**config.mk**
```make
export PLATFORM = sky130hd
export DESIGN_NAME = instr_fetch_unit
export DESIGN_NICKNAME = d
export VERILOG_FILES = /design/src/rtl/instr_fetch_unit.sv
export SDC_FILE = /design/constraint.sdc
export NUM_CORES = 1
export LEC_CHECK = 0
export CORE_MARGIN = 2
export CORE_UTILIZATION = 41
export CTS_CLUSTER_SIZE = 8
export DETAILED_ROUTE_END_ITERATION = 8
export PLACE_DENSITY = 0.89
export REMOVE_ABC_BUFFERS = 1
export SYNTH_ARGS = -nofsm -noshare
export SYNTH_HDL_FRONTEND = slang
export SYNTH_SLANG_ARGS = --single-unit
```
**constraint.sdc**
```tcl
create_clock -name clk -period 2.13 [get_ports clk]
set_clock_uncertainty 0.1 [all_clocks]
set_input_delay 0.426 -clock clk [delete_from_list [all_inputs] [get_ports clk]]
set_output_delay 0.426 -clock clk [all_outputs]
set_load 0.01 [all_outputs]
```
**src/rtl/instr_fetch_unit.sv**
```systemverilog
// instr_fetch_unit: fetch stage of the multi-cycle RV32I core; issues one instruction-memory read per accepted request.
// Ports:
//   clk, rst_n        clock, synchronous active-low reset
//   instrfetch, pc    level fetch request and program counter from the control FSM
//   imem_req/addr     one-cycle read strobe and latched byte address to instruction memory
//   imem_rdata/valid  returned word and its valid qualifier
//   instr             last successfully fetched word (RESET_INSTR after reset)
//   instr_fetched     one-cycle completion pulse
//   fetch_err, halt   sticky error (misaligned PC or timeout) and halt (error, ECALL or EBREAK)
module instr_fetch_unit #(
  parameter int          ADDR_W      = 32,
  parameter int          TIMEOUT     = 16,
  parameter logic [31:0] RESET_INSTR = 32'h0000_0013
) (
  input  logic              clk,
  input  logic              rst_n,
  input  logic              instrfetch,
  input  logic [ADDR_W-1:0] pc,
  output logic              imem_req,
  output logic [ADDR_W-1:0] imem_addr,
  input  logic [31:0]       imem_rdata,
  input  logic              imem_valid,
  output logic [31:0]       instr,
  output logic              instr_fetched,
  output logic              fetch_err,
  output logic              halt
);
  localparam int CW = $clog2(TIMEOUT);
  typedef enum logic [2:0] {IDLE, REQ, WAIT, DONE, REARM, ERR} state_t;
  state_t state, next;
  logic [CW-1:0] cnt;
  logic aligned, accept, misalign, timeout, is_sys;
  assign aligned       = pc[1:0] == 2'b00;
  assign accept        = state == IDLE && instrfetch && aligned;
  assign misalign      = state == IDLE && instrfetch && !aligned;
  assign timeout       = state == WAIT && !imem_valid && cnt == CW'(TIMEOUT - 1);
  assign is_sys        = instr == 32'h0000_0073 || instr == 32'h0010_0073;
  assign imem_req      = state == REQ;
  assign instr_fetched = state == DONE;
  always_ff @(posedge clk)
    state <= !rst_n ? IDLE : next;
  always_comb begin
    next = state;
    case (state)
      IDLE:    next = !instrfetch ? IDLE : aligned ? REQ : ERR;
      REQ:     next = WAIT;
      WAIT:    next = imem_valid ? DONE : timeout ? ERR : WAIT;
      DONE:    next = REARM;
      REARM:   next = instrfetch ? REARM : IDLE;
      ERR:     next = ERR;
      default: next = IDLE;
    endcase
  end
  always_ff @(posedge clk) begin
    if (!rst_n) begin
      imem_addr <= '0;
      instr     <= RESET_INSTR;
      cnt       <= '0;
      fetch_err <= 1'b0;
      halt      <= 1'b0;
    end else begin
      if (accept) imem_addr <= pc;
      if (state == REQ) cnt <= '0;
      else if (state == WAIT) cnt <= cnt + 1'b1;
      if (state == WAIT && imem_valid) instr <= imem_rdata;
      if (misalign || timeout) begin
        fetch_err <= 1'b1;
        halt      <= 1'b1;
      end
      if (state == DONE && is_sys) halt <= 1'b1;
    end
  end
endmodule

```
**Word level (Yosys, flattened, before mapping)**

Index checks and enable logic that the tools add are counted.

- Add/sub/neg operators: 1
- Equality and inequality tests: 8
- Multiplexer cells: 8
- Bitwise gates (word level): 1
- Reduce and logical (&&, ||, !) cells: 15

Operators with widths:

| kind | number |
|---|---|
| $eq A32 B21 Y1 const B | 1 |
| $eq A32 B7 Y1 const B | 1 |
| $pmux W3 S6 | 1 |
| $mux W3 | 5 |
| $logic_and A1 B1 Y1 | 7 |
| $eq A3 B2 Y1 const B | 2 |
| $eq A3 B3 Y1 const B | 2 |
| $add A4 B1 Y4 const B | 1 |
| $eq A4 B4 Y1 const B | 1 |
| $eq A3 B1 Y1 const B | 1 |
| $logic_not A3 Y1 | 1 |
| $logic_not A1 Y1 | 2 |
| $logic_not A2 Y1 | 1 |
| $logic_or A1 B1 Y1 | 2 |
| $mux W1 | 2 |
| $reduce_bool A2 Y1 | 1 |
| $reduce_or A2 Y1 | 1 |
| $not A1 Y1 | 1 |

- Bits in registers: 73
- Output and inout bits: 68

**Depth between registers and ports, before layout**

- Word-level depth: 6
- Gate-level depth with buffers: 7
- Gate-level depth less buffers: 5

**Worst setup path after synthesis**

OpenSTA, ideal clock, no wires.

- Path type: flip-flop to flip-flop
- Start point: register state[1]
- End point: register imem_addr[0]
- Arrival: 1660 ps
- Path slack: 254 ps
- Cell stages (with the launch flop): 7
- Buffers on the path: 3
- Cell sequence: dfxtp_1 buf_6 or4b_4 or3_1 buf_2 buf_6 and3_1

- Longest elaborated chain between the ends: 3

RTL lines:

| item | line | RTL |
|---|---|---|
| start: declaration | 30 | `state_t state, next;` |
| start signal: assignment | 41 | `state <= !rst_n ? IDLE : next;` |
| $logic_not A3 Y1 | 34 | `assign accept = state == IDLE && instrfetch && aligned;` |
| $logic_and A1 B1 Y1 (2 in series) | 34 |  |
| end signal: assignment | 62 | `if (accept) imem_addr <= pc;` |
| end: declaration | 20 | `output logic [ADDR_W-1:0] imem_addr,` |

No other way between the ends.
A chain may end at the register's enable or synchronous reset.

**Worst setup path after layout**

- Start point: input port instrfetch
- End point: register imem_addr[26]

- Longest elaborated chain between the ends: 2

RTL lines:

| item | line | RTL |
|---|---|---|
| start: declaration | 17 | `input logic instrfetch,` |
| $logic_and A1 B1 Y1 (2 in series) | 34 |  |

No other way between the ends.

==> impl_results.md <==
* Clk_lat worst skew at ~0.33 ns
* I/O pin cnt at 136
* Complex-gate fraction of the synthesized area at around 18%
* H-tree depth at 3
* Fin nets at about 540
* Hold WC Path Type: reg -> reg
* # diodes at 0
* Count of hold-fix buffers inserted at cts at 0
* Tmin final at 2.007 ns
* Worst-margin pin slew at slightly below 0.4 ns
* Die span in y at 87.67 µm
* Worst Path Class, Setup: in -> reg
* GR peak layer: met2
* CTS Sinks at 73
* Crit path max-delay cell type: clkdlybuf4s50_1
* Mean Syn Cell Area at 8.542 µm²
* Mapped Cells at 336
* Ys Warns at 0
* Area contributors post-synth: dfxtp_1 51%, nand2_1 17%, a21boi_0 12%
* Worst-path cell chain: clkdlybuf4s50_1 -> or4b_4 -> buf_4 -> nor3_2 -> buf_12 -> nand2_1 -> a21boi_0
* Layout area overhead at 58.28%
* NetSw at ~0.00074 W
* Combinational Power Share at between 15 and 20%
* Drt wl/cell at 12.57 µm
* Register area share after synthesis at 50.92%
* Synth Register Bits at 73
* CP max stage delay at 0.48 ns
* Met2 layer usage reported by global route at 31.89%
* Post-synth ARST share at 0%
* CTS Root Cell: clkbuf_8
* Peak supply drop at between 400 and 500 µV
* Synth top cells by count: 127 x nand2_1, 73 x dfxtp_1, 44 x a21boi_0
* RSZ-0062 raised after global routing: false
* Vias in the first global route at 2685
* Max Freq at about 0.50 GHz
* Power share of the sequential group at 48.2%
* Leading cell type by number of instances after synthesis: nand2_1
* Vias per std cell at 4.781
* Slew Viols, Final at 0
* XOR/XNOR Fraction of Synth Area at 0.9154%
* Simple-Gate Fraction of Synth Area at 24.59%
* Post-synthesis adder-cell area fraction at less than 1%
* Via count at 2725
* Cell taking the most area after synthesis: dfxtp_1
* Fin. Hold Viols at 0
* Clk pin slew, worst setup/hold paths at approximately 0.07 ns
* Share of post-route cells with drive strength above 1 at ~6.8%
* Worst endpoint data arrival time at 2.14 ns
* Multiplexer area fraction after synthesis at less than 1%
* Yosys top cell area share at around 51%
* PD cells at 670.1 nW/µm²
* Startpoint types: primary input
* Total global routing overflow at 0
* CP endpoint kind: flip-flop
* Clock buffer count from CTS at 9
* MaxCap Viol Count at 0
* Std-Cell Rows at 30
* GR Util All Layers at 18.50%
* Antenna Nets Post-Route at 0
* Lkg Pwr at 1.638 nW
* Distinct cells, synth at 33
* Relative slew margins at 73.69%
* Final setup viols at 0
* Post-route clock period utilization at 94.23%
* Final Util at 66.87%
* Crit path required time at 2.26 ns
* Clock share of power at roughly a third
* DR pass1 iterations at 7
* Sw frac at 24.36%
* Port buffer count at ~140
* Initial core utilization at 42.25%
* Setup Fix Bufs, Post-CTS at 0
* Crit-path max FO at 30
* Main synth FF type: dfxtp_1
* Final setup margin at 0.1229 ns
* Antenna violations before repair at 0
* Number of flops mapped to enable cells by yosys at 0
* Overall Power at 0.003045 W
* Internal at 0.002303 W
* Routed wire length at 7166 µm
* Number of remaining DRC errors at 0
* Gpl congestion at 0.7736
* GR Util met3 at 6.598%
* CTS tree: built
* Placed wire-length estimate at 5238 µm
* Largest net degree at the start of global routing at between 40 and 50
* Status: finished clean
* Die W at 87.67 µm
* Hold_ws at ~0.35 ns
* Pre-CTS setup slack at -0.2451 ns
* Area of the die at 7686 µm²
* Clock buffer depth at 2
* Synthesized area at 2870 µm²
* GR met1 Demand/Resource at 20.94%
* First-pass GRT wire length at 11460 µm
* Core area at 6794 µm²
* Drt initial violations at 64
* Largest family of logic cells by synthesized area: simple AND/OR/NAND/NOR gates
[sequential cells by signal, summed over array words and instances, names as in the netlist]
| register | count |
|---|---|
| instr | 32 |
| state | 3 |
| imem_addr | 32 |
| halt | 1 |
| fetch_err | 1 |
| cnt | 4 |
[per-stage QoR]
step	instance area, µm²	setup TNS (ns)	cells
after detailed placement	4333	-5.368	554
final	4543	0	570
after CTS	4538	0	570
after global placement	4333	-3.915	554
after global routing	4543	0	570
after floorplan	2741	-22.39	312
[layer usage]
metal / up-vias / share of wire [%]
met5: - / 0
met3: 8 / 9.7
met2: 112 / 46
met4: 0 / 1.2
met1: 1234 / 43
li1: 1371 / -
[final timing paths]
| check | startpoint | to | slack [ns] | cells past startpoint |
|---|---|---|---|---|
| max reg2reg | state[2]$_SDFF_PN0_ | imem_addr[26]$_SDFFE_PN0P_ | 0.24 | 6 |
| min reg2reg | imem_addr[2]$_SDFFE_PN0P_ | imem_addr[2]$_SDFFE_PN0P_ | 0.35 | 2 |
| min | imem_addr[2]$_SDFFE_PN0P_ | imem_addr[2]$_SDFFE_PN0P_ | 0.35 | 2 |
| max | instrfetch | imem_addr[26]$_SDFFE_PN0P_ | 0.12 | 7 |
[logic make-up (layout without fill, tap and decap cells)]
logic type	Yosys count	after routing
compound gates	70	70
xor+xnor	3	3
fa+ha+maj	1	1
buf+inv	24	162
flops	73	73
mux	2	2
simple gates	163	163
[worst max-delay path: cells and delay by family]
| kind | cells | cell delay (ns) |
|---|---|---|
| buf+inv | 3 | 0.84 |
| simple gates | 3 | 0.69 |
| compound gates | 1 | 0.18 |
[power by group through the flow]
stage,Clock [W],Combinational (W),Sequential [W]
floorplan,0,0.000156,0.00152
finish,0.00107,0.000504,0.00147
global placement,0,0.000497,0.00150
global route,0.00116,0.000547,0.00148
detailed placement,0,0.000506,0.00150
CTS,0.00111,0.000509,0.00147
[timing repair]
action,in CTS,in global routing
cloned,0,0
setup endpoints to repair,1,2
gates resized for setup,1,2
[cell type report]
cell class / instances / area, µm²
fill: 537 / 2251
clock buffer: 10 / 137.6
timing repair buffer: 146 / 1471
tap: 96 / 120.1
clock inverter: 6 / 66.31
sequential: 73 / 1463
multi-input combinational: 239 / 1285
[placed cells by master (no fill, tap or decap), drive strengths merged, types with 2 or more instances in the layout]
cell and count:
nor2 9, nand2b 2, dfxtp 73, buf 12
a21oi 2, and3 2, o22ai 2, a21boi 59
clkinvlp 3, o21ai 3, nand4 3, clkbuf 10
o211a 2, xor2 2, nand2 127, nor4 3
clkdlybuf4s50 132, nor4b 4, dlymetal6s2s 2, mux2i 2
nand3 4
Power figures use the tool's default switching activity.
